## src/rtl/demux_l1.sv

```systemverilog
// Level-1 receive demux: each of two byte lanes is split into even/odd pairs on two output lanes.
// Optional idle-timeout flush of stranded half pairs is built when DEMUX_L1_FLUSH_EN is defined.
module demux_l1 #(
  parameter int FLUSH_CYCLES = 4
) (
  input  logic       clk,
  input  logic       reset,
  input  logic [7:0] dataIn0,
  input  logic       validIn0,
  input  logic [7:0] dataIn1,
  input  logic       validIn1,
  output logic [7:0] dataOut0,
  output logic [7:0] dataOut1,
  output logic [7:0] dataOut2,
  output logic [7:0] dataOut3,
  output logic       validOut0,
  output logic       validOut1,
  output logic       validOut2,
  output logic       validOut3
`ifdef DEMUX_L1_FLUSH_EN
  ,
  output logic       dropOut0,
  output logic       dropOut1
`endif
);

  typedef enum logic {
    EVEN = 1'b0,
    ODD  = 1'b1
  } phase_t;

  localparam int NUM_LANES = 2;

  logic [7:0] din_w   [NUM_LANES];
  logic       vin_w   [NUM_LANES];
  logic [7:0] even_w  [NUM_LANES];
  logic [7:0] odd_w   [NUM_LANES];
  logic       valid_w [NUM_LANES];
`ifdef DEMUX_L1_FLUSH_EN
  logic       drop_w  [NUM_LANES];
`endif

  assign din_w[0] = dataIn0;
  assign din_w[1] = dataIn1;
  assign vin_w[0] = validIn0;
  assign vin_w[1] = validIn1;

  // An illegal FLUSH_CYCLES leaves this marker block in the elaborated hierarchy.
  if (FLUSH_CYCLES < 1) begin : g_flush_cycles_out_of_range
  end

  for (genvar gi = 0; gi < NUM_LANES; gi++) begin : g_lane
    phase_t     state_q, state_d;
    logic [7:0] hold_q, hold_d;
    logic [7:0] even_q, even_d;
    logic [7:0] odd_q, odd_d;
    logic       valid_q, valid_d;
`ifdef DEMUX_L1_FLUSH_EN
    localparam int CW = $clog2(FLUSH_CYCLES + 1);
    localparam logic [CW-1:0] IDLE_LAST = CW'(FLUSH_CYCLES - 1);
    logic [CW-1:0] idle_q, idle_d;
    logic          drop_q, drop_d;
`endif

    always_ff @(posedge clk) begin
      if (reset) begin
        state_q <= EVEN;
        hold_q  <= 8'h00;
        even_q  <= 8'h00;
        odd_q   <= 8'h00;
        valid_q <= 1'b0;
`ifdef DEMUX_L1_FLUSH_EN
        idle_q  <= '0;
        drop_q  <= 1'b0;
`endif
      end else begin
        state_q <= state_d;
        hold_q  <= hold_d;
        even_q  <= even_d;
        odd_q   <= odd_d;
        valid_q <= valid_d;
`ifdef DEMUX_L1_FLUSH_EN
        idle_q  <= idle_d;
        drop_q  <= drop_d;
`endif
      end
    end

    always_comb begin
      state_d = state_q;
      hold_d  = hold_q;
      even_d  = even_q;
      odd_d   = odd_q;
      valid_d = 1'b0;
`ifdef DEMUX_L1_FLUSH_EN
      idle_d  = idle_q;
      drop_d  = 1'b0;
`endif
      case (state_q)
        EVEN: begin
          if (vin_w[gi]) begin
            hold_d  = din_w[gi];
            state_d = ODD;
          end
`ifdef DEMUX_L1_FLUSH_EN
          idle_d = '0;
`endif
        end
        ODD: begin
          if (vin_w[gi]) begin
            even_d  = hold_q;
            odd_d   = din_w[gi];
            valid_d = 1'b1;
            state_d = EVEN;
`ifdef DEMUX_L1_FLUSH_EN
            idle_d  = '0;
`endif
          end
`ifdef DEMUX_L1_FLUSH_EN
          // The FLUSH_CYCLES-th idle cycle in a row abandons the held even byte.
          else if (idle_q == IDLE_LAST) begin
            state_d = EVEN;
            hold_d  = 8'h00;
            drop_d  = 1'b1;
            idle_d  = '0;
          end else begin
            idle_d = idle_q + 1'b1;
          end
`endif
        end
        default: state_d = EVEN;
      endcase
    end

    assign even_w[gi]  = even_q;
    assign odd_w[gi]   = odd_q;
    assign valid_w[gi] = valid_q;
`ifdef DEMUX_L1_FLUSH_EN
    assign drop_w[gi]  = drop_q;
`endif
  end

  assign dataOut0  = even_w[0];
  assign dataOut1  = odd_w[0];
  assign dataOut2  = even_w[1];
  assign dataOut3  = odd_w[1];
  assign validOut0 = valid_w[0];
  assign validOut1 = valid_w[0];
  assign validOut2 = valid_w[1];
  assign validOut3 = valid_w[1];
`ifdef DEMUX_L1_FLUSH_EN
  assign dropOut0  = drop_w[0];
  assign dropOut1  = drop_w[1];
`endif

endmodule
```

## config.mk

```make
export PLATFORM = sky130hd
export DESIGN_NAME = demux_l1
export DESIGN_NICKNAME = d
export VERILOG_FILES = /design/src/rtl/demux_l1.sv
export SDC_FILE = /design/constraint.sdc
export NUM_CORES = 1
export LEC_CHECK = 0
export CAP_MARGIN = 20
export CORE_AREA = 2 2 68 70
export DETAILED_ROUTE_END_ITERATION = 16
export DIE_AREA = 0 0 70 72
export GPL_ROUTABILITY_DRIVEN = 0
export PLACE_DENSITY = 0.78
export SYNTH_ARGS = -nofsm -noshare
export SYNTH_HDL_FRONTEND = slang
export SYNTH_SLANG_ARGS = --single-unit
```

## constraint.sdc

```tcl
create_clock -name clk -period 1.28 [get_ports clk]
set_input_delay 0.192 -clock clk [delete_from_list [all_inputs] [get_ports clk]]
set_output_delay 0.192 -clock clk [all_outputs]
set_load 0.05 [all_outputs]
```

; ---- Word level (Yosys, flattened, before mapping)
; Index checks and enable logic that the tools add are counted.
[op_classes]
n_reduce_logical = 6
mux = 6
bitwise_logic = 2
[op_table]
columns = op, n
row1 = $reduce_and A2 Y1, 4
row2 = $mux W1, 4
row3 = $pmux W1 S2, 2
row4 = $reduce_or A2 Y1, 2
row5 = $not A1 Y1, 2
[totals]
output_inout_bits = 36
ff_bits = 52
input_bits = 20
wordCells = 24

; ---- Logic depth before layout (Yosys ltp)
[depth]
word_depth = 2
mapped_depth = 5
ltp_nobuf = 4

; ---- Worst setup path after synthesis
; Ideal clock, no wire load.
[synth_path]
kind = flip-flop to output port
start = register g_lane[0].valid_q (netlist: validOut0)
end = output validOut1
path_slack_ns = 0.194
path_stages_with_launch = 2
n_path_buf = 1
t_arrival_ns = 0.894
required_ns = 1.088
cell_sequence = dfxtp_1 > buf_4
[synth_lines]
columns = item, line_no
row1 = "start, declared", 57  ; logic valid_q, valid_d;
row2 = "start signal, assigned", 81  ; valid_q <= valid_d;
row3 = "end, declared", 17  ; output logic validOut1,
; No word-level cell between the ends.

; ---- Final worst setup path
[layout_path]
start = input validIn0
end = register g_lane[0].even_q[2] (netlist: dataOut0[2])
[layout_between]
elab_chain_cells = 1
[layout_rtl]
columns = item, line_no
row1 = "start, declared", 9  ; input logic validIn0,
row2 = $reduce_and A2 Y1 (no line), n/a
row3 = "end signal, assigned", 79  ; even_q <= even_d;
row4 = "end, declared", 55  ; logic [7:0] even_q, even_d;
; No other way between the ends.
; A chain may end at the register's enable or synchronous reset.

==> impl_metrics.py <==
metrics = {
    "route": {
        "vias_per_cell": 4.78,
        "top_layer": "met4",
        "drcViolationCount": 0,
        "routedWlPerCell_um": 12.6,
        "drt-met1-wl_um": 1600,
        "ant_nets": 0,
        "first_pass_iters": 2,
        "drtIter0Drc": 104,
        "route.met2.wl_um": 1600,
        "via_count": 1328,
        "wl_met3_um": 280,
        "wirelength_um": 3520,
    },
    "floorplanning": {
        "core_sq_mm": 0.00426,
        "rows": 24,
        "start_util_pct": 44.7,
        "fp.dieW_um": 70,
        "ios": 56,
        "die_h_um": 72,
        "die_area_sq_mm": 0.00504,
    },
    "synth": {
        "synth_cell_types": 10,
        "ys_seq_area_share_pct": 54.7,
        "async_flop_share_pct": 0,
        "ys_ff_latch": 52,
        "syn_area_per_cell_sq_um": 11.1,
        "yosysMostFrequentCell": "dfxtp_1",
        "synthCells": 172,
        "synth_top_cell_area_share_pct": 54.7,
        "synth_common_cells": "52 x dfxtp_1, 50 x nor2_1, 48 x mux2i_1",
        "synth_area_sq_mm": 0.00190,
        "synth.area.top_cells": "dfxtp_1 55%, mux2i_1 25%, nor2_1 9.9%, ha_1 2.6%, buf_12 2.1%",
        "yosys.area.top_type": "dfxtp_1",
        "yosys_warnings": 0,
        "synth-edff-count": 0,
        "synth_ff_type": "dfxtp_1",
        "syn_nets": 196,
    },
    "placement": {
        "hpwlAfterDp_um": 2470,
        "port-buffer-count": 55,
        "placed_area_sq_mm": 0.00285,
        "place_inst": 270,
    },
    "power": {
        "vdd_drop_max_uv": 655,
        "p_leak_uw": 0.00117,
        "pwr_density_cell_mw_per_mm2": 1180,
    },
    "sta": {
        "rsz0062_at_grt": "false",
        "slew_headroom_pct": 85.3,
        "fin_tns_setup_ns": 0,
        "worst_pin_slew_ns": 0.220,
        "fmax_mhz": 867,
        "drv_slew": 0,
        "setup_viol": 0,
        "fin_skew_ns": 0.00702,
        "fin_crit_sh_pct": 90.1,
        "final.min_clock_period_ns": 1.15,
        "hold_viol_final": 0,
    },
    "clock_tree": {
        "cts-hold-fix-buffers": 0,
        "cts.sinks": 52,
        "cts_tree": "done",
        "htree_levels": 2,
        "clockRootBuffer": "clkbuf_8",
        "cts_buffer_depth": 2,
        "numCtsBuffers": 5,
        "cts_setup_buffers": 0,
        "clkTransAtPathRegs_ns": 0.09,
        "worstSkewPairLatency_ns": 0.30,
        "cts_resized": 0,
    },
    "worst_hold_path": {
        "hold_start": "reset",
        "holdPathStages": 3,
        "min_to": "dataOut3[0]$_SDFFE_PP0P_",
        "hold_path.class": "in -> reg",
    },
    "grt": {
        "grt_usage_pct": 15.1,
        "globalRouteOverflowTotal": 0,
        "grt_max_degree": 53,
        "grt_antenna_before_repair": 0,
        "grt_pass1_wl_um": 6110,
        "grt_pass1_vias": 1282,
    },
    "worst_setup_path": {
        "crit_required_ns": 1.47,
        "cp-start-kind": "input pin",
        "rr_endpoint": "g_lane[1].hold_q[6]$_SDFFE_PP0P_",
        "r2r-start": "g_lane[1].state_q$_SDFF_PP0_",
        "critical_path_class": "in -> reg",
        "r2r_slack_ns": 0.19,
        "cp-end-kind": "register",
        "worstRegToRegCells": 5,
        "arrival_ns": 1.35,
        "cp_max_fo": 16,
    },
    "cells_and_area": {
        "fin_nets": 249,
        "final_area_sq_mm": 0.00297,
        "drive_gt1_share_pct": 22.1,
        "nFillCells": 332,
        "diodes": 0,
        "layout.cells.non_filler": 278,
        "area.growth.synth_to_final_pct": 55.8,
    },
    "job": {
        "drv_cap": 0,
    },
    "outcome": {
        "status": "finished clean",
    },
}
-- placed cells by master, fill, tap and decap left out --
cell and count:
dfxtp_1 52, nor2_1 50, mux2i_1 48, buf_12 41
clkdlybuf4s50_1 18, clkbuf_8 5, ha_1 4, inv_1 2
nor3b_1 2, clkinvlp_4 1, inv_6 1, bufinv_16 1
buf_2 1
-- per-layer routing --
layer / GRT usage [%] / up-vias
met5: 0 / -
met4: 3.85 / 0
met3: 6.25 / 4
met2: 23.8 / 45
met1: 19.5 / 616
li1: - / 663
-- cells by family (layout without fill, tap and decap cells) --
group / after synthesis / after routing / synth area share [%]
flip-flops: 52 / 52 / 54.7
AND/OR/NAND/NOR: 52 / 52 / 10.6
multiplexers: 48 / 48 / 25.2
buffers and inverters: 16 / 70 / 6.83
adder cells (fa/ha/maj): 4 / 4 / 2.63
-- power breakdown --
group          total [uW]  switching (uW)  internal [uW]
Combinational         623             296            327
Clock                1120             531            589
Sequential           1750            58.4           1690
Total                3490             885           2610
-- critical path, stage by stage --
cell             delay, ns
clkdlybuf4s50_1       0.50
ha_1                  0.21
buf_12                0.18
mux2i_1               0.21
nor2_1                0.05
-- cell type report --
type                    instances  area [sq um]  area share, %
clock buffers                   5          68.8           2.32
clock inverters                 3          46.3           1.56
inverters                       2          7.51          0.253
multi-input cells             104           733           24.7
flip-flops and latches         52          1040           35.1
well taps                      52          65.1           2.19
repair buffers                 60          1010           33.9
-- worst max-delay path by stage --
| stage | slack, ns | to | start |
|---|---|---|---|
| 6_report | 0.13 | dataOut0[2]$_SDFFE_PP0P_ | validIn0 |
| 5_1_grt | 0.06 | dataOut0[5]$_SDFFE_PP0P_ | validIn0 |
| 4_1_cts | 0.13 | dataOut0[7]$_SDFFE_PP0P_ | validIn0 |
| 3_5_place_dp | -0.20 | dataOut0[2]$_SDFFE_PP0P_ | validIn0 |
| 3_3_place_gp | -0.18 | dataOut0[1]$_SDFFE_PP0P_ | validIn0 |
| 2_1_floorplan | 0.19 | validOut1 | validOut0$_SDFF_PP0_ |
-- flip-flops by register name, summed over array words and instances (netlist names) --
register        cells
dataOut1            8
g_lane.hold_q      16
dataOut0            8
dataOut2            8
validOut0           1
dataOut3            8
validOut2           1
g_lane.state_q      2
-- metrics by stage --
step                hold slack, ns  util, %  total power (uW)  worst slack [ns]
finish                       0.326     69.6              3490             0.127
global route                 0.332     69.6              3660            0.0569
CTS                          0.321     69.6              3540             0.129
detailed placement           0.465     66.9              2420            -0.202
global placement             0.450     66.9              2400            -0.176
floorplan                    0.339        -              2130             0.194
(Power assumes the default switching activity.)
==> variant: new RTL, same flow settings <==
Reset style: asynchronous (`reset`), changed in one clocked block.
--- a/src/rtl/demux_l1.sv
+++ b/src/rtl/demux_l1.sv
@@ -62,7 +62,7 @@
     logic          drop_q, drop_d;
 `endif
 
-    always_ff @(posedge clk) begin
+    always_ff @(posedge clk or posedge reset) begin
       if (reset) begin
         state_q <= EVEN;
         hold_q  <= 8'h00;
Function: differs if reset is asserted again (counterexample within 4 cycles, from zero or initial values and one cycle with reset high); with reset held inactive, the same outputs for 10 cycles.
==> variant against the unedited design <==
  * Highest routed layer unchanged
  * Setup slack worse by 0.10 ns
  * Fmax shrank 8.2%
  * Cell area grew 6.7%
  * Register-to-register slack got worse by 0.14 ns
  * Wire length increased by 9.6%
  * Critical path depth fell by 1
  * Sequential share of layout area grew 6.0 points
  * Area after synthesis rose by 8.9%
  * Sequential cell count did not move
Power is not shown: default switching activity piles up to over one toggle a cycle in this logic, so the estimate is an artifact.
==> variant: results (changes against the unedited design) <==
Run status
  – Status: complete, no violations

Place
  – Post-Place Cells: 223 (-17%)
  – Port Buf Inserts: 55 (unchanged)
  – Post-DP HPWL: 3.001 mm (+22%)
  – Cell area after placement: 3080 um^2 (+8.0%)

Cells and area
  – Layout fillers: 279 (-16%)
  – Nets: 202 (-19%)
  – Multi-input gate area: 675.6 um^2 (-7.8%)
  – Share of cells above drive strength 1: 0.5730 (+0.3518)
  – Largest register FFs: 16 (unchanged)

Yosys
  – Synth top cells by count: dfrtp_1, mux2_2, mux2_4, inv_1, ha_1
  – Adder-Cell Fraction of Synth Area: 0.02414 (-0.002141)
  – Post-synthesis mux area share: 0.2969 (+0.04462)
  – Register area share after synthesis: 0.6276 (+0.08099)
  – Ranking of synthesized cells by area: dfrtp_1, mux2_2, mux2_4, ha_1, buf_12
  – Mean Syn Cell Area: 17.72 um^2 (+60%)
  – Primary FF master, synth: dfrtp_1

Setup path
  – RR Endpoint: g_lane[0].hold_q[0]
  – CP Max Fanout: 15 (-1)
  – R2R cell count: 4 (-1)
  – WP data arrival: 1.44 ns (+0.09 ns)
  – FF-to-FF Start: g_lane[0].state_q

Drt
  – Detailed-route via count: 1132 (-15%)
  – Initial drt markers: 73 (-30%)
  – Vias/cell: 4.922 (+3.0%)
  – Metal3 WL: 109 um (-61%)
  – First-pass iteration count of the detailed router: 3 (+1)
  – WL per Instance: 16.75 um (+32%)
  – WL met1: 1.443 mm (-9.8%)
  – Metal2 WL: 2.243 mm (+40%)

Global routing
  – First-pass GRT wire length: 6.444 mm (+5.5%)
  – Vias in the first global route: 1256 (-2.0%)
  – GR Util met3: 0.03472 (-0.02778)
  – Initial antenna violation count: 0 (unchanged)
  – GRT Resource Usage Total: 0.1676 (+0.01624)
  – Met2 GRT Util: 0.3111 (+0.07302)
  – Met1 Use GR: 0.1909 (-0.004333)

Min path
  – Hold WC Path Type: in -> async

STA
  – Fmax: 796.6 MHz (-8.2%)
  – Max Clock Skew: 0.006090 ns (-0.0009252 ns)
  – Relative slew slack: 0.8223 (-0.03086)
  – Fin Hold WS: 0.3108 ns (-0.01554 ns)

Clock tree
  – Clock-pin slew of the registers on the worst-case setup and hold paths: 0.08 ns
  – Worst skew pair latency: around 0.29 ns
  – Total clock sinks: 52 (unchanged)
## variant: cell count changes in the layout (fill, tap and decap cells not counted), moves of 20 or more
cell     delta
nor2_1     -50
dfrtp_1    +52
mux2_4     +20
mux2_2     +28
mux2i_1    -48
dfxtp_1    -52
## variant: timing repair
| item | CTS | global route |
|---|---|---|
| setup buffers | 0 | 0 |
| gates resized for setup | 1 | 3 |
| gates cloned | 0 | 0 |
| endpoints found under the setup margin | 1 | 2 |
| hold endpoints to repair | 0 | 0 |
## variant: kinds of logic (layout without fill, tap and decap cells)
| logic type | Yosys count | in the layout |
|---|---|---|
| flops | 52 | 52 |
| fa+ha+maj | 4 | 4 |
| mux | 48 | 48 |
| buf+inv | 13 | 74 |
## variant: layout make-up
cell class              instances  share of cell area
clock inverters                 1            0.001580
multi-input cells              52              0.2133
inverters                       5            0.007109
clock buffers                   6             0.02291
flip-flops and latches         52              0.4107
well taps                      52             0.02054
repair buffers                 62              0.3239
